`src/rtl/dop_clk_pkg.sv`:
```
// rtl/dop_clk_pkg.sv - shared state encoding and reset defaults for the burst clock generator
package dop_clk_pkg;

  typedef enum logic [2:0] {
    ST_IDLE  = 3'd0,
    ST_POS   = 3'd1,
    ST_GAP_P = 3'd2,
    ST_NEG   = 3'd3,
    ST_GAP_N = 3'd4
  } burst_state_e;

  localparam int DEF_DIV  = 8;
  localparam int DEF_NCYC = 4;

endpackage

```
`src/rtl/burst_clk_gen_if.sv`:
```
// rtl/burst_clk_gen_if.sv - host config / front-end signal bundle of the burst clock generator
interface burst_clk_gen_if #(
  parameter int DIV_W     = 8,
  parameter int CNT_W     = 6,
  parameter int ADC_DIV_W = 4
);

  logic [DIV_W-1:0]     FREQ_DIV;
  logic [CNT_W-1:0]     N_CYC;
  logic [ADC_DIV_W-1:0] ADC_DIV;
  logic                 WR_Freq;
  logic                 BURST_EN;
  logic                 ADC_EN;
  logic                 CLK_4MHz;
  logic                 BURST_P;
  logic                 BURST_N;
  logic                 CLK_ADC;
  logic                 BUSY;
  logic                 DONE;

  modport master (
    output FREQ_DIV, N_CYC, ADC_DIV, WR_Freq, BURST_EN, ADC_EN,
    input  CLK_4MHz, BURST_P, BURST_N, CLK_ADC, BUSY, DONE
  );

  modport slave (
    input  FREQ_DIV, N_CYC, ADC_DIV, WR_Freq, BURST_EN, ADC_EN,
    output CLK_4MHz, BURST_P, BURST_N, CLK_ADC, BUSY, DONE
  );

endinterface

```
`src/rtl/prog_clk_div.sv`:
```
// rtl/prog_clk_div.sv - enabled toggle divider; output flips every div+1 cycles, held low when disabled
module prog_clk_div #(
  parameter int W = 4
) (
  input  logic         CLK64,
  input  logic         RES,
  input  logic         en,
  input  logic [W-1:0] div,
  output logic         clk_o
);

  logic [W-1:0] cnt;

  // Disabling clears both counter and output so a re-enable always starts a fresh low phase.
  always_ff @(posedge CLK64) begin
    if (RES || !en) begin
      cnt   <= '0;
      clk_o <= 1'b0;
    end else if (cnt == div) begin
      cnt   <= '0;
      clk_o <= ~clk_o;
    end else begin
      cnt   <= cnt + W'(1);
    end
  end

endmodule

```
`src/rtl/burst_clk_gen.sv`:
```
// rtl/burst_clk_gen.sv - complementary pulser burst with dead time, gated ADC clock and reference clock
module burst_clk_gen #(
  parameter int DIV_W     = 8,
  parameter int CNT_W     = 6,
  parameter int ADC_DIV_W = 4,
  parameter int DEAD      = 1,
  parameter int REF_LOG2  = 4,
  parameter int DEF_DIV   = dop_clk_pkg::DEF_DIV,
  parameter int DEF_NCYC  = dop_clk_pkg::DEF_NCYC
) (
  input  logic           CLK64,
  input  logic           RES,
  burst_clk_gen_if.slave bus
);

  import dop_clk_pkg::*;

  logic [DIV_W-1:0]     div_r;
  logic [CNT_W-1:0]     n_cyc_r;
  logic [ADC_DIV_W-1:0] adc_div_r;
  logic                 wr_d;
  logic                 bst_d;
  logic                 pend;
  logic                 wr_rise;
  logic                 bst_rise;

  burst_state_e         state;
  burst_state_e         next_state;
  logic [DIV_W-1:0]     phase_cnt;
  logic [DIV_W-1:0]     phase_len;
  logic [DIV_W-1:0]     div_eff;
  logic [CNT_W-1:0]     per_cnt;
  logic                 phase_end;
  logic                 period_end;
  logic                 last_per;
  logic                 per_inc;
  logic                 done_nxt;
  logic                 p_nxt;
  logic                 n_nxt;
  logic                 busy_nxt;

  logic                 burst_p;
  logic                 burst_n;
  logic                 busy;
  logic                 done;
  logic [REF_LOG2-1:0]  ref_cnt;
  logic                 clk_adc;

  assign wr_rise  = bus.WR_Freq & ~wr_d;
  assign bst_rise = bus.BURST_EN & ~bst_d;

  // A zero divider would give an empty phase; run it as a single-cycle phase instead.
  assign div_eff    = (div_r == '0) ? DIV_W'(1) : div_r;
  assign phase_len  = (state == ST_POS || state == ST_NEG) ? div_eff : DIV_W'(DEAD);
  assign phase_end  = (phase_cnt == phase_len - DIV_W'(1));
  assign period_end = phase_end &&
                      ((state == ST_GAP_N) || (state == ST_NEG && DEAD == 0));
  assign last_per   = ((per_cnt + CNT_W'(1)) == n_cyc_r);

  // Config is only ever loaded while idle so a running burst keeps its settings.
  always_ff @(posedge CLK64) begin
    if (RES) begin
      wr_d      <= 1'b0;
      bst_d     <= 1'b0;
      pend      <= 1'b0;
      div_r     <= DIV_W'(DEF_DIV);
      n_cyc_r   <= CNT_W'(DEF_NCYC);
      adc_div_r <= '0;
    end else begin
      wr_d  <= bus.WR_Freq;
      bst_d <= bus.BURST_EN;
      if (state == ST_IDLE) begin
        if (wr_rise || pend) begin
          div_r     <= bus.FREQ_DIV;
          n_cyc_r   <= bus.N_CYC;
          adc_div_r <= bus.ADC_DIV;
        end
        pend <= 1'b0;
      end else if (wr_rise) begin
        pend <= 1'b1;
      end
    end
  end

  always_ff @(posedge CLK64) begin
    if (RES) begin
      state     <= ST_IDLE;
      phase_cnt <= '0;
      per_cnt   <= '0;
      burst_p   <= 1'b0;
      burst_n   <= 1'b0;
      busy      <= 1'b0;
      done      <= 1'b0;
    end else begin
      state     <= next_state;
      phase_cnt <= (state == ST_IDLE || phase_end) ? '0 : phase_cnt + DIV_W'(1);
      if (state == ST_IDLE)
        per_cnt <= '0;
      else if (per_inc)
        per_cnt <= per_cnt + CNT_W'(1);
      burst_p   <= p_nxt;
      burst_n   <= n_nxt;
      busy      <= busy_nxt;
      done      <= done_nxt;
    end
  end

  always_comb begin
    next_state = state;
    done_nxt   = 1'b0;
    per_inc    = 1'b0;
    case (state)
      ST_IDLE: begin
        if (bst_rise) begin
          if (n_cyc_r != '0)
            next_state = ST_POS;
          else
            done_nxt = 1'b1;
        end
      end
      ST_POS: begin
        if (phase_end)
          next_state = (DEAD != 0) ? ST_GAP_P : ST_NEG;
      end
      ST_GAP_P: begin
        if (phase_end)
          next_state = ST_NEG;
      end
      ST_NEG, ST_GAP_N: begin
        if (period_end) begin
          per_inc    = 1'b1;
          done_nxt   = last_per;
          next_state = last_per ? ST_IDLE : ST_POS;
        end else if (phase_end) begin
          next_state = ST_GAP_N;
        end
      end
      default: next_state = ST_IDLE;
    endcase
  end

  // Outputs are decoded from the next state and registered, so they line up with it.
  always_comb begin
    p_nxt    = (next_state == ST_POS);
    n_nxt    = (next_state == ST_NEG);
    busy_nxt = (next_state != ST_IDLE);
  end

  always_ff @(posedge CLK64) begin
    if (RES)
      ref_cnt <= '0;
    else
      ref_cnt <= ref_cnt + REF_LOG2'(1);
  end

  prog_clk_div #(
    .W (ADC_DIV_W)
  ) u_adc_div (
    .CLK64 (CLK64),
    .RES   (RES),
    .en    (bus.ADC_EN),
    .div   (adc_div_r),
    .clk_o (clk_adc)
  );

  assign bus.BURST_P  = burst_p;
  assign bus.BURST_N  = burst_n;
  assign bus.BUSY     = busy;
  assign bus.DONE     = done;
  assign bus.CLK_4MHz = ref_cnt[REF_LOG2-1];
  assign bus.CLK_ADC  = clk_adc;

endmodule

```
`src/flat_wrapper.sv`:
```
// flat-port wrapper written by rule: the top's interface ports become plain ports
module burst_clk_gen_flat import dop_clk_pkg::*;
#(
  parameter int DIV_W     = 8,
  parameter int CNT_W     = 6,
  parameter int ADC_DIV_W = 4,
  parameter int DEAD      = 1,
  parameter int REF_LOG2  = 4,
  parameter int DEF_DIV   = dop_clk_pkg::DEF_DIV,
  parameter int DEF_NCYC  = dop_clk_pkg::DEF_NCYC
)
  (CLK64, RES, bus_FREQ_DIV, bus_N_CYC, bus_ADC_DIV, bus_WR_Freq, bus_BURST_EN, bus_ADC_EN, bus_CLK_4MHz, bus_BURST_P, bus_BURST_N, bus_CLK_ADC, bus_BUSY, bus_DONE);
  burst_clk_gen_if #(.DIV_W(DIV_W), .CNT_W(CNT_W), .ADC_DIV_W(ADC_DIV_W)) bus_i ();
  input  logic CLK64;
  input  logic RES;
  input wire logic [$bits(bus_i.FREQ_DIV)-1:0] bus_FREQ_DIV;
  input wire logic [$bits(bus_i.N_CYC)-1:0] bus_N_CYC;
  input wire logic [$bits(bus_i.ADC_DIV)-1:0] bus_ADC_DIV;
  input wire logic [$bits(bus_i.WR_Freq)-1:0] bus_WR_Freq;
  input wire logic [$bits(bus_i.BURST_EN)-1:0] bus_BURST_EN;
  input wire logic [$bits(bus_i.ADC_EN)-1:0] bus_ADC_EN;
  output wire logic [$bits(bus_i.CLK_4MHz)-1:0] bus_CLK_4MHz;
  output wire logic [$bits(bus_i.BURST_P)-1:0] bus_BURST_P;
  output wire logic [$bits(bus_i.BURST_N)-1:0] bus_BURST_N;
  output wire logic [$bits(bus_i.CLK_ADC)-1:0] bus_CLK_ADC;
  output wire logic [$bits(bus_i.BUSY)-1:0] bus_BUSY;
  output wire logic [$bits(bus_i.DONE)-1:0] bus_DONE;
  assign bus_i.FREQ_DIV = bus_FREQ_DIV;
  assign bus_i.N_CYC = bus_N_CYC;
  assign bus_i.ADC_DIV = bus_ADC_DIV;
  assign bus_i.WR_Freq = bus_WR_Freq;
  assign bus_i.BURST_EN = bus_BURST_EN;
  assign bus_i.ADC_EN = bus_ADC_EN;
  assign bus_CLK_4MHz = bus_i.CLK_4MHz;
  assign bus_BURST_P = bus_i.BURST_P;
  assign bus_BURST_N = bus_i.BURST_N;
  assign bus_CLK_ADC = bus_i.CLK_ADC;
  assign bus_BUSY = bus_i.BUSY;
  assign bus_DONE = bus_i.DONE;
  burst_clk_gen #(.DIV_W(DIV_W), .CNT_W(CNT_W), .ADC_DIV_W(ADC_DIV_W), .DEAD(DEAD), .REF_LOG2(REF_LOG2), .DEF_DIV(DEF_DIV), .DEF_NCYC(DEF_NCYC)) u_core (.CLK64(CLK64), .RES(RES), .bus(bus_i));
endmodule
```
`config.mk`:
```
export PLATFORM = sky130hd
export DESIGN_NAME = burst_clk_gen_flat
export DESIGN_NICKNAME = d
export VERILOG_FILES = /design/src/rtl/dop_clk_pkg.sv /design/src/rtl/burst_clk_gen_if.sv /design/src/rtl/prog_clk_div.sv /design/src/rtl/burst_clk_gen.sv /design/src/flat_wrapper.sv
export SDC_FILE = /design/constraint.sdc
export NUM_CORES = 1
export LEC_CHECK = 0
export ABC_CLOCK_PERIOD_IN_PS = 5600
export BUFFER_PORTS_ARGS = -buffer_cell sky130_fd_sc_hd__buf_2
export CAP_MARGIN = 30
export CELL_PAD_IN_SITES_DETAIL_PLACEMENT = 1
export CELL_PAD_IN_SITES_GLOBAL_PLACEMENT = 1
export CORE_MARGIN = 10
export CORE_UTILIZATION = 47
export CTS_CLUSTER_DIAMETER = 60
export DETAILED_ROUTE_END_ITERATION = 16
export GPL_ROUTABILITY_DRIVEN = 0
export PLACE_DENSITY = 0.93
export RECOVER_POWER = 50
export SETUP_SLACK_MARGIN = 0.5
export SYNTH_ARGS = -nofsm -noshare
export SYNTH_HDL_FRONTEND = slang
export SYNTH_SLANG_ARGS = --single-unit
export TNS_END_PERCENT = 10
```
`constraint.sdc`:
```
create_clock -name CLK64 -period 5.6 [get_ports CLK64]
set_clock_uncertainty 0.1 [all_clocks]
set_input_delay 1.4 -clock CLK64 [delete_from_list [all_inputs] [get_ports CLK64]]
set_output_delay 1.4 -clock CLK64 [all_outputs]
set_load 0.005 [all_outputs]
```
Word-level counts from Yosys, hierarchy flattened. Index checks and enable logic that the tools add are counted.

Add/sub/neg operators: 5. Equality and inequality tests: 9. Muxes and demuxes: 16. Bitwise logic cells: 5. Reductions and logical operators: 15.

Operator list (count): $mux 3 (6); $mux 8 (2); $pmux 3 s4 (1); $eq 3x2->1 const B (3); $add 4x1->4 const B (2); $add 8x1->8 const B (1); $eq 8x8->1 (1); $logic_not 8->1 (1); $reduce_or 2->1 (4); $sub 8x1->8 const B (1); $add 6x1->6 const B (1); $eq 3x1->1 const B (2); $eq 6x6->1 (1); $mux 1 (6); $reduce_bool 6->1 (1); $eq 4x4->1 (1); $logic_or 1x1->1 (4); $eq 3x3->1 const B (1); $logic_not 3->1 (1); $not 1->1 (3); $reduce_bool 3->1 (1); $and 1x1->1 (2); $pmux 1 s2 (1); $reduce_and 2->1 (1); other kinds (2) (2).

Bits in registers: 51. Word-level logic and storage cells: 66.

Depth between registers and ports, before layout. Gate-level depths: netlist of the first run.

Depth in word-level cells: 9. Mapped depth: 14. Gate-level depth less buffers: 10.

Modules after synthesis. A second synthesis of the first run with hierarchy kept.

Cells, all modules: 315. Area total of the unflattened synthesis: 2641.3 um^2.

By module, submodules not included: burst_clk_gen (instances 1, cells an instance 291, area an instance 2403.6 um^2, seq. area each 920.9 um^2); prog_clk_div (instances 1, cells an instance 24, area an instance 237.7 um^2, seq. area each 100.1 um^2).

Worst setup path before layout of the first run. OpenSTA, ideal clock, no wires.

Kind: register -> register. Start point: register u_core.state[2]. End point: register u_core.state[1]. Data arrival time: 2808 ps. Setup slack: 2622 ps. Cell stages (with the launch flop): 13. Clock period less this slack: 2978 ps. Cells stage by stage: dfxtp_1 > buf_4 > nand2b_1 > buf_2 > a211oi_1 > ha_1 > clkbuf_2 > or4b_1 > and4_1 > nor3_4 > nand2_2 > or4_1 > a21boi_1.

Longest elaborated chain between the ends: 8. Elaborated cells between the ends (all ways): 16. Those cells by class: add/sub (1); eq/ne (5); mux (6); reduce/logical (4).

Ends and longest elaborated chain: start, declared (line burst_clk_gen.sv:27) `burst_state_e state;`; start signal, assigned (line burst_clk_gen.sv:95) `state <= next_state;`; $eq 3x1->1 or $eq 3x2->1 (tied branches) (line burst_clk_gen.sv:54, burst_clk_gen.sv:112); $logic_or 1x1->1 (line burst_clk_gen.sv:54) `assign phase_len = (state == ST_POS || state == ST_NEG) ? div_eff : DIV_W'(DEAD);`; $mux 8 (line burst_clk_gen.sv:54); $sub 8x1->8 (line burst_clk_gen.sv:55) `assign phase_end = (phase_cnt == phase_len - DIV_W'(1));`; $eq 8x8->1 (line burst_clk_gen.sv:55); $mux 3 or $logic_and 1x1->1 (tied branches) (line burst_clk_gen.sv:134, burst_clk_gen.sv:56); $mux 3 (line burst_clk_gen.sv:130) `if (period_end) begin`; $pmux 3 s4 (*) (line burst_clk_gen.sv:112) `case (state)`.

Mark *: on every way between the ends. The rest lies on a longest branch, timed or not. A chain may end at the register's enable or synchronous reset.

Final worst setup path of the first run.
Start point: input port RES. End point: register u_core.phase_cnt[3].

Longest elaborated chain between the ends: 1.

Ends and longest elaborated chain: start, declared (line flat_wrapper.sv:15) `input logic RES;`; $reduce_or 2->1 (no source line); end signal, assigned (line burst_clk_gen.sv:96) `phase_cnt <= (state == ST_IDLE || phase_end) ? '0 : phase_cnt + DIV_W'(1);`; end, declared (line burst_clk_gen.sv:29) `logic [DIV_W-1:0] phase_cnt;`.

Every way passes these cells.

==> results.md, run 1 <==
* Outcome: finished with violations
* Failing checks: max-capacitance violations, max-slew violations
* DR WL/cell at 17.2 um
* Pins Over Slew Limit at 43
* GRT Resource Usage Total at 0.167
* Worst path cell trace: clkbuf_1 > nor2_1 > o21ai_1 > nor2_1
* Final wirelength at 7020 um
* Setup CP Type: input port to register
* Final setup viols at 0
* CP most frequent cell: nor2_1
* Synth top area cells: dfxtp_1, nand2_1, xnor2_1
* CTS clk-pin slew, worst paths at 100 ps
* Critical path's largest stage delay at 1230 ps
* Syn Inst Count at 320
* Crit-path slowest cell: clkbuf_1
* Hold Path Class: register to register
* Library cells used by synthesis at 56
* P_leak at 1.09 nW
* Pin count of the biggest net entering global routing at 43
* Critical Path AT at approximately 3600 ps
* Worst R2R Start: u_core.state[0]
* Row count at 27
* Synth area leader: dfxtp_1
* Post-synth EDFFs at 0
* Setup TNS at 0 ps
* Clock sinks at 51
* IO buf count at 28
* CP Launch Type: input port
* Worst-Margin Slew at about 1700 ps
* Worst Setup End Kind: register
* Ant diodes at 0
* Num CTS Buffers at 5
* Most frequent cells in the layout: dfxtp_1, nand2_1, a21oi_1, nor2_1, buf_2
* Total power at 1.33 mW
* Vias in the first global route at 2,550
* Post-DRT Antenna Nets at 0
* Worst EP required at roughly 5700 ps
* Syn Area/Cell at 8.43 um2
* Setup Buffers After CTS at 0
* Fmax at 0.286 GHz
* Worst setup path start: RES
* I/O pin count at 29
* Final Hold Viols at 0
* Slew margin rel. at -0.166
* Max_cap viols at 1
* Syn nets at 348
* RSZ-0062 raised after global routing: no
* Tcrit/Tclk final at 0.625
* Initial antenna violation count at 0
* 1st-iter DRT viols at between 90 and 100
* Vias at 2,371
* Residual DRC at 0
* Core area at approximately 5500 um2
* Final net count at about 360
* Most common cell after layout, fill and taps aside: dfxtp_1
* Post-place instance area at roughly 2800 um2
* Clk Latency, worst-skew pair at 320 ps
* Max clock buf depth at 2
* Power Dens Cells at 451 nW/um2
* Die ar. at 9170 um2
* Die X at 95.8 um
* Post-layout minimum cycle time at 3500 ps
* Sequential area share after synthesis at 0.378
* Final HPWL DP at between 4000 and 5000 um
* Layout area overhead at 9.18%
* Number of synthesized register bits at slightly above 50
* Finished Cell Area at 2950 um2
* First-pass GRT wire length at between 10,000 and 15,000 um
* Drt pass-1 iters at 4
* Peak supply drop at 0.000207 V
* Vias/cell at 5.81
* Die Y at 95.8 um
* Fin util at 0.532
* GRT Residual Overflow at 0
* Post-synth ARST share at 0
* Yosys synthesis warning count at 0
* Share of layout cells above drive strength 1 at 0.146
* H-tree depth at 2
* Hold_sp: u_core.adc_div_r[3]
* Initial Utilization at 0.487
* FILL cells at roughly 680
* Post-synthesis instance area at around 2700 um2
* Top_reg_cell synth: dfxtp_1
* Cts hold-fix bufs at 0
* CTS tree: built
* Area share of the largest cell type after synthesis at 0.378
* Post-CTS sizing at 0
* Crit-path max FO at 42
* CTS root buf: clkbuf_8
per-layer routing:
metal  global-route usage  routed length [um]  share of wire
met2                0.285                3550           0.50
met1                0.195                3070           0.44
met4               0.0663                 152          0.022
met3               0.0444                 254          0.036
met5                    0                   0              0
state kept, by name (all words and copies together) (netlist names), 3 cells and up:
signal,cells
u_core.div_r,8
u_core.phase_cnt,8
u_core.n_cyc_r,6
u_core.per_cnt,6
u_core.adc_div_r,4
u_core.ref_cnt,4
u_core.u_adc_div.cnt,4
u_core.state,3
power breakdown:
part / internal (mW) / switching (mW)
Clock: 0.147 / 0.132
Sequential: 0.416 / 0.0746
Combinational: 0.209 / 0.350
through the flow:
step / worst slack [ps] / hold WS, ps / cells
global route: 1820 / 406 / 408
detailed placement: 2220 / 366 / 400
finish: 2100 / 380 / 408
global placement: 2420 / 329 / 400
CTS: 2180 / 381 / 408
floorplan: 2620 / 318 / 320
layout make-up:
type / count / area (um2) / area share
Sequential cell: 51 / 1020 / 0.347
Timing Repair Buffer: 30 / 146 / 0.0497
Clock inverter: 2 / 38.8 / 0.0132
Tap cell: 72 / 90.1 / 0.0306
Multi-Input combinational cell: 240 / 1540 / 0.523
Clock buffer: 6 / 82.6 / 0.0280
Inverter: 7 / 26.3 / 0.00892
cell usage after synthesis, types with 4 or more instances:
| master | number |
|---|---|
| inv_1 | 7 |
| nand2_1 | 45 |
| nor2_1 | 22 |
| nor3_1 | 6 |
| a31oi_1 | 5 |
| nand3b_1 | 6 |
| or3_1 | 6 |
| o31ai_1 | 6 |
| a211oi_1 | 4 |
| o21ai_0 | 4 |
| o211ai_1 | 8 |
| xor2_1 | 13 |
| dfxtp_1 | 51 |
| nand3_1 | 11 |
| xnor2_1 | 15 |
| nor2b_1 | 6 |
| ha_1 | 5 |
| clkbuf_1 | 10 |
| nand4_1 | 6 |
| buf_4 | 6 |
| a21oi_1 | 22 |
| or2_2 | 5 |
kinds of logic after synthesis:
logic type | after synthesis | synth area share
DFF | 51 | 0.378
xor gates and xnor gates | 28 | 0.0909
AOI/OAI and AO/OA | 59 | 0.147
adders and majority gates | 5 | 0.0232
and+or+nand+nor | 146 | 0.302
muxes | 2 | 0.00788
buffers and inverters | 29 | 0.0506
critical path: cells and delay by family:
family                 cells  cell delay (ps)
buffers and inverters      1             1230
AOI/OAI and AO/OA          1              460
and+or+nand+nor            2              470
final timing paths:
path	cells past startpoint	slack (ps)	endpoint
worst max-delay path	4	2100	u_core.phase_cnt[3]
worst min-delay path	2	380	u_core.adc_div_r[3]
worst max register to register	9	2120	u_core.bus.BURST_P
worst min register to register	2	380	u_core.adc_div_r[3]
Note: power is estimated with default switching activity, not from simulation.
==> run 2: changes to the inputs <==
--- a/config.mk
+++ b/config.mk
@@ -5,17 +5,17 @@
 export SDC_FILE = /design/constraint.sdc
 export NUM_CORES = 1
 export LEC_CHECK = 0
-export ABC_CLOCK_PERIOD_IN_PS = 5600
+export ABC_CLOCK_PERIOD_IN_PS = 3100
 export BUFFER_PORTS_ARGS = -buffer_cell sky130_fd_sc_hd__buf_2
 export CAP_MARGIN = 30
 export CELL_PAD_IN_SITES_DETAIL_PLACEMENT = 1
 export CELL_PAD_IN_SITES_GLOBAL_PLACEMENT = 1
 export CORE_MARGIN = 10
-export CORE_UTILIZATION = 47
+export CORE_UTILIZATION = 40
 export CTS_CLUSTER_DIAMETER = 60
 export DETAILED_ROUTE_END_ITERATION = 16
 export GPL_ROUTABILITY_DRIVEN = 0
-export PLACE_DENSITY = 0.93
+export PLACE_DENSITY = 0.85
 export RECOVER_POWER = 50
 export SETUP_SLACK_MARGIN = 0.5
 export SYNTH_ARGS = -nofsm -noshare
==> constraint.sdc (replaced) <==
create_clock -name CLK64 -period 3.1 [get_ports CLK64]
set_clock_uncertainty 0.1 [all_clocks]
set_input_delay 0.775 -clock CLK64 [delete_from_list [all_inputs] [get_ports CLK64]]
set_output_delay 0.775 -clock CLK64 [all_outputs]
set_load 0.005 [all_outputs]
==> results.md, run 2 (same netlist as run 1, synthesis figures left out) <==
* Initial antenna violation count at 0 (unchanged)
* Worst path cell trace: buf_4 > nor3_1 > clkbuf_1 > nor2b_1 > clkbuf_1 > nand2_1 > a21oi_1
* Most frequent cells in the layout: dfxtp_1, nand2_1, buf_2
* Drt pass-1 iters at 4 (unchanged)
* FILL cells at 773 (+14%)
* Most common cell after layout, fill and taps aside: dfxtp_1
* Peak supply drop at 0.000301 V (+45%)
* Die Y at 102 um (+6.6%)
* Hold Path Stages at 1 (-1)
* Residual DRC at 0 (unchanged)
* CP most frequent cell: clkbuf_1
* Critical path's largest stage delay at 660 ps (-570 ps)
* Vias/cell at 5.75 (-1.0%)
* R2R cell count at 7 (-2)
* P_leak at 1.24 nW (+14%)
* 1st-iter DRT viols at 129 (+39%)
* Num CTS Buffers at 5 (unchanged)
* Hold Path Class: register to register
* Die X at 102 um (+6.6%)
* Multi-input gate area at 1680 um2 (+9.0%)
* Clk Latency, worst-skew pair at 330 ps (about the same)
* Crit-path slowest cell: nor2b_1
* Reg2Reg Setup Slack at 300 ps (-1820 ps)
* Setup CP Type: register to register
* GRT Resource Usage Total at 0.167 (+0.000241)
* CTS tree: built
* Worst-Margin Slew at 1010 ps (-743 ps)
* CTS clk-pin slew, worst paths at 100 ps (about the same)
* Final setup viols at 0 (unchanged)
* Outcome: finished clean
* Worst EP required at 3250 ps (-2430 ps)
* Regs by FF count: u_core.div_r (8), u_core.phase_cnt (8)
* Initial Utilization at 0.418 (-0.0692)
* Critical Path AT at 2950 ps (-630 ps)
* Hold_sp: u_core.ref_cnt[0]
* Max clock buf depth at 2 (unchanged)
* Clock sinks at 51 (unchanged)
* Crit-path max FO at 12 (-71%)
* Pins Over Slew Limit at 0 (-100%)
* Slew margin rel. at 0.329 (+0.495)
* Placed Cells at 415 (+3.8%)
* First-pass GRT wire length at 13,800 um (+12%)
* I/O pin count at 29 (unchanged)
* Ant diodes at 0 (unchanged)
* Worst setup path start: u_core.state[2]
* Tcrit/Tclk final at 0.902
* Max_cap viols at 0 (-1)
* Worst Setup End Kind: register
* Worst R2R Start: u_core.state[2]
* Setup TNS at 0 ps (unchanged)
* FF/Latch Area at 1030 um2 (+0.86%)
* Die ar. at 10,400 um2 (+14%)
* Row count at 29 (+7.4%)
* Post-layout minimum cycle time at between 2000 and 3000 ps
* Final cell count without fillers at 440 (+7.8%)
* Post-DRT Antenna Nets at 0 (unchanged)
* Final HPWL DP at 5370 um (+9.7%)
* Final net count at 390 (+7.4%)
* Layout area overhead at 21.8%
* Cts hold-fix bufs at 0 (unchanged)
* H-tree depth at 2 (unchanged)
* Vias in the first global route at 2,689 (+5.5%)
* Vias at 2,531 (+6.7%)
* RSZ-0062 raised after global routing: yes
* IO buf count at 28 (unchanged)
* DR WL/cell at 19.6 um (+14%)
* Final Hold Viols at 0 (unchanged)
* Hold EP: u_core.ref_cnt[0]
* Share of layout cells above drive strength 1 at 0.248 (+0.102)
* Final wirelength at 8610 um (+23%)
* Fmax at ~0.36 GHz
* Reg-to-Reg End: u_core.adc_div_r[1]
* CTS root buf: clkbuf_8
* GRT Residual Overflow at 0 (unchanged)
* Pin count of the biggest net entering global routing at 23 (-47%)
* Power Dens Cells at 886 nW/um2 (+97%)
* CP Launch Type: register
* Core area at 6460 um2 (+17%)
[run 2: cell count changes in the layout (fill, tap and decap cells not counted), sizes merged]
cell	previous run	this run
buf	23	49
clkinv	0	2
clkbuf	13	12
inv	8	7
nand4	7	8
[run 2: layer usage]
metal / up-vias / part of all wire / GRT usage
met3: 16 / 0.041 / 0.0304
met4: 0 / 0.024 / 0.0748
met2: 58 / 0.51 / 0.294
met1: 1255 / 0.42 / 0.193
met5: - / 0 / 0
li1: 1202 / - / -
[run 2: metrics by stage]
stage	power, mW	hold WS (ps)	instance area [um2]	util	setup slack [ps]
after global routing	3.07	400	3290	0.509	161
after detailed placement	2.00	345	2960	0.458	75.1
after floorplan	1.77	318	2770	-	335
after global placement	1.95	330	2960	0.458	193
final	2.91	364	3290	0.509	302
after CTS	2.81	368	3270	0.506	462
[run 2: final cells by class]
cell class | instances | area share
flip-flops and latches | 51 | 0.313
clock inverters | 3 | 0.0133
multi-input cells | 241 | 0.511
well taps | 77 | 0.0293
repair buffers | 56 | 0.104
inverters | 7 | 0.00800
clock buffers | 5 | 0.0209
[run 2: worst max path at each step]
stage	end
after global placement	u_core.bus.BURST_P
after global routing	u_core.adc_div_r[1]
after floorplan	u_core.state[1]
after detailed placement	u_core.bus.BURST_P
after CTS	u_core.state[1]
final	u_core.adc_div_r[1]
[run 2: repair_timing]
item                                    CTS  global route
cloned                                    1             0
pin swaps                                12            13
endpoints found under the setup margin   21            21
gates resized for setup                  20             3
endpoints found under the hold margin     0             0
buffers inserted                         13             3
[run 2: where the power goes]
group | internal, mW | total [mW] | switching (mW)
registers | 0.758 | 0.865 | 0.107
logic | 0.669 | 1.56 | 0.895
clock network | 0.241 | 0.484 | 0.243
total | 1.67 | 2.91 | 1.24
[run 2: worst max-delay path: cells and delay by family (launching register included)]
family | cells | cell delay (ps)
compound gates | 1 | 150
simple gates | 3 | 1010
flops | 1 | 370
buf+inv | 3 | 1070
==> run 3: changes to the inputs <==
--- a/config.mk
+++ b/config.mk
@@ -5,17 +5,18 @@
 export SDC_FILE = /design/constraint.sdc
 export NUM_CORES = 1
 export LEC_CHECK = 0
+export ABC_AREA = 1
 export ABC_CLOCK_PERIOD_IN_PS = 3100
 export BUFFER_PORTS_ARGS = -buffer_cell sky130_fd_sc_hd__buf_2
 export CAP_MARGIN = 30
 export CELL_PAD_IN_SITES_DETAIL_PLACEMENT = 1
 export CELL_PAD_IN_SITES_GLOBAL_PLACEMENT = 1
 export CORE_MARGIN = 10
-export CORE_UTILIZATION = 40
+export CORE_UTILIZATION = 38
 export CTS_CLUSTER_DIAMETER = 60
 export DETAILED_ROUTE_END_ITERATION = 16
 export GPL_ROUTABILITY_DRIVEN = 0
-export PLACE_DENSITY = 0.85
+export PLACE_DENSITY = 0.84
 export RECOVER_POWER = 50
 export SETUP_SLACK_MARGIN = 0.5
 export SYNTH_ARGS = -nofsm -noshare
==> results.md, run 3 <==
* Outcome: finished clean
* Clock sinks at 51 (unchanged)
* GRT met3 Usage at 0.0282 (-0.00221)
* Max_cap viols at 0 (unchanged)
* Fmax at 0.376 GHz (+5.2%)
* Setup CP Type: register to register
* Hold EP: u_core.ref_cnt[0]
* CTS tree: built
* Residual DRC at 0 (unchanged)
* Post-synth ARST share at 0 (unchanged)
* Global route hottest layer: met2
* Net Switching at 0.703 mW (-43%)
* Library cells used by synthesis at 33 (-41%)
* Number of synthesized register bits at 51 (unchanged)
* Post-layout minimum cycle time at 2660 ps (-139 ps)
* Die Y at 103 um (+0.97%)
* R2R cell count at 15 (+8)
* Worst path cell trace: inv_1 > nand3b_1 > nor2_4 > nor2_4 > ha_4 > xor2_2 > nand3_2 > nor2_4 > nand3_2 > nor2_4 > nand4_1 > nand3_2 > nand2_2 > nand2_4 > nand2_1
* Critical path's largest stage delay at 350 ps (-310 ps)
* Core area at 6760 um2 (+4.6%)
* Drt pass-1 iters at 4 (unchanged)
* Peak supply drop at 0.000236 V (-22%)
* Final wirelength at 7430 um (-14%)
* Most frequent cells in the layout: nor2_1, nand2_1, dfxtp_1
* Row count at 30 (+3.4%)
* 1st-iter DRT viols at 127 (-1.6%)
* H-tree depth at 2 (unchanged)
* Final Hold Viols at 0 (unchanged)
* Most common cell after layout, fill and taps aside: nor2_1
* Final setup viols at 0 (unchanged)
* Initial antenna violation count at 0 (unchanged)
* Crit-path max FO at 5 (-7)
* Most instantiated library cell after synthesis: nor2_1
* RSZ-0062 raised after global routing: yes
* Worst path depth at 15 (+8)
* P_leak at 1.43 nW (+16%)
* GRT Resource Usage Total at 0.144 (-0.0231)
* Combinational Power Share at 0.331 (-0.206)
* Syn nets at 384 (+10%)
* Yosys synthesis warning count at 0 (unchanged)
* Clk Latency, worst-skew pair at 310 ps (-20 ps)
* Die X at 103 um (+0.97%)
* Reg2Reg Setup Slack at 440 ps (+140 ps)
* Kind of cell adding the most delay to the critical path: simple AND/OR/NAND/NOR gates
* CP most frequent cell: nor2_4
* Worst Path Buf+Inv at 1 (-2)
* CTS clk-pin slew, worst paths at 100 ps (about the same)
* Area share of the largest cell type after synthesis at 0.389 (+0.0105)
* IO buf count at 28 (unchanged)
* Cts hold-fix bufs at 0 (unchanged)
* First-pass GRT wire length at 12,300 um (-11%)
* Pin count of the biggest net entering global routing at 25 (+8.7%)
* Max clock buf depth at 2 (unchanged)
* Hold_ws at 359 ps (-4.32 ps)
* Synth top area cells: dfxtp_1, nor2_1, nand2_1
* Slew margin rel. at 0.545 (+0.216)
* Syn Area/Cell at 7.37 um2 (-13%)
* Worst EP required at 3210 ps (-40 ps)
* FILL cells at 868 (+12%)
* Ant diodes at 0 (unchanged)
* Pint at 1.22 mW (-27%)
* Die ar. at 10,600 um2 (+2.0%)
* Reg power frac at 0.408 (+0.111)
* Post-synthesis instance area at 2630 um2 (-2.7%)
* Share of layout cells above drive strength 1 at 0.216 (-0.0319)
* Synth area leader: dfxtp_1
* Top_reg_cell synth: dfxtp_1
* Worst-Margin Slew at 681 ps (-325 ps)
* Initial Utilization at 0.389 (-0.0291)
* Power Dens Cells at 611 nW/um2 (-31%)
* Vias/cell at 5.16 (-10%)
* Tcrit/Tclk final at 0.858 (-0.0448)
* Worst R2R Start: u_core.div_r[5]
* Critical Path AT at 2770 ps (-180 ps)
* Crit-path slowest cell: dfxtp_2
* Synth top cells by count: nor2_1, nand2_1, dfxtp_1
* Setup TNS at 0 ps (unchanged)
* Regs by FF count: u_core.div_r (8), u_core.phase_cnt (8)
* Pins Over Slew Limit at 0 (unchanged)
* Worst Setup End Kind: register
* Clock network power share at 0.261 (+0.095)
* DR WL/cell at 15.5 um (-21%)
* I/O pin count at 29 (unchanged)
* Vias at 2,468 (-2.5%)
* GRT Residual Overflow at 0 (unchanged)
* Met2 Track Usage GR at 0.256 (-0.0379)
* Post-synth EDFFs at 0 (unchanged)
* Sequential area share after synthesis at 0.389 (+0.0105)
* Met1 GRT Util at 0.170 (-0.0230)
* Layout area overhead at 19.6%
* Syn Inst Count at 356 (+11%)
* Post-DRT Antenna Nets at 0 (unchanged)
* CP Launch Type: register
* Hold Path Class: register to register
* Sw Ratio at 0.366 (-0.0610)
* Hold_sp: u_core.ref_cnt[0]
* Final HPWL DP at 5010 um (-6.6%)
* Num CTS Buffers at 5 (unchanged)
* Hold Path Stages at 1 (unchanged)
* CTS root buf: clkbuf_8
* Vias in the first global route at 2,611 (-2.9%)
* Reg-to-Reg End: u_core.bus.BUSY
* Final net count at 425 (+9.0%)
[run 3: worst max-delay path by stage]
stage,start,to
floorplan,u_core.state[0],u_core.bus.BUSY
global placement,u_core.state[0],u_core.bus.BURST_P
detailed placement,u_core.state[0],u_core.bus.BUSY
CTS,u_core.div_r[1],u_core.bus.BUSY
global route,u_core.div_r[5],u_core.bus.BUSY
finish,u_core.div_r[5],u_core.bus.BUSY
[run 3: layout make-up]
class | count | area (um2) | area share
inverter | 43 | 169 | 0.0538
tap | 80 | 100 | 0.0319
clock buffer | 6 | 82.6 | 0.0263
timing repair buffer | 41 | 229 | 0.0729
sequential | 51 | 1030 | 0.329
multi-input combinational | 255 | 1490 | 0.473
clock inverter | 2 | 38.8 | 0.0124
[run 3: worst register-to-register path: stages, from the launching register on]
cell      delay, ps
dfxtp_2         350
inv_1           140
nand3b_1        140
nor2_4          160
nor2_4           60
ha_4            280
xor2_2          140
nand3_2         120
nor2_4          150
nand3_2         110
nor2_4          220
nand4_1         220
nand3_2         160
nand2_2          90
nand2_4          80
nand2_1          60
[run 3: logic make-up (layout without fill, tap and decap cells)]
logic type,count (synthesis),count (layout),synth area share
AOI/OAI and AO/OA,47,47,0.0982
xor gates and xnor gates,21,21,0.0701
adders and majority gates,5,5,0.0238
buffers and inverters,50,92,0.0777
DFF,51,51,0.389
and+or+nand+nor,182,182,0.341
[run 3: routing by layer]
metal	part of all wire	wire length [um]
met1	0.44	3240
met2	0.52	3880
met3	0.031	229
met4	0.011	85
met5	0	0
[run 3: power groups by stage]
stage	registers, mW	clock network (mW)	logic [mW]
after floorplan	0.777	0	0.413
after global placement	0.785	0	0.504
after detailed placement	0.788	0	0.525
after CTS	0.778	0.513	0.559
after global routing	0.793	0.541	0.706
final	0.783	0.502	0.635
[run 3: what timing repair did]
item                       CTS  global route
hold endpoints to repair     0             0
setup endpoints to repair   20            21
resized for setup           14            16
setup buffers                6             6
pin swaps                    1            14
[run 3: stage by stage]
step	util	total power, mW	cells	area, um2	worst slack (ps)
finish	0.465	1.92	478	3140	441
global route	0.465	2.04	478	3140	232
CTS	0.451	1.85	472	3050	504
detailed placement	0.419	1.31	458	2830	296
global placement	0.419	1.29	458	2830	405
floorplan	-	1.19	356	2630	731
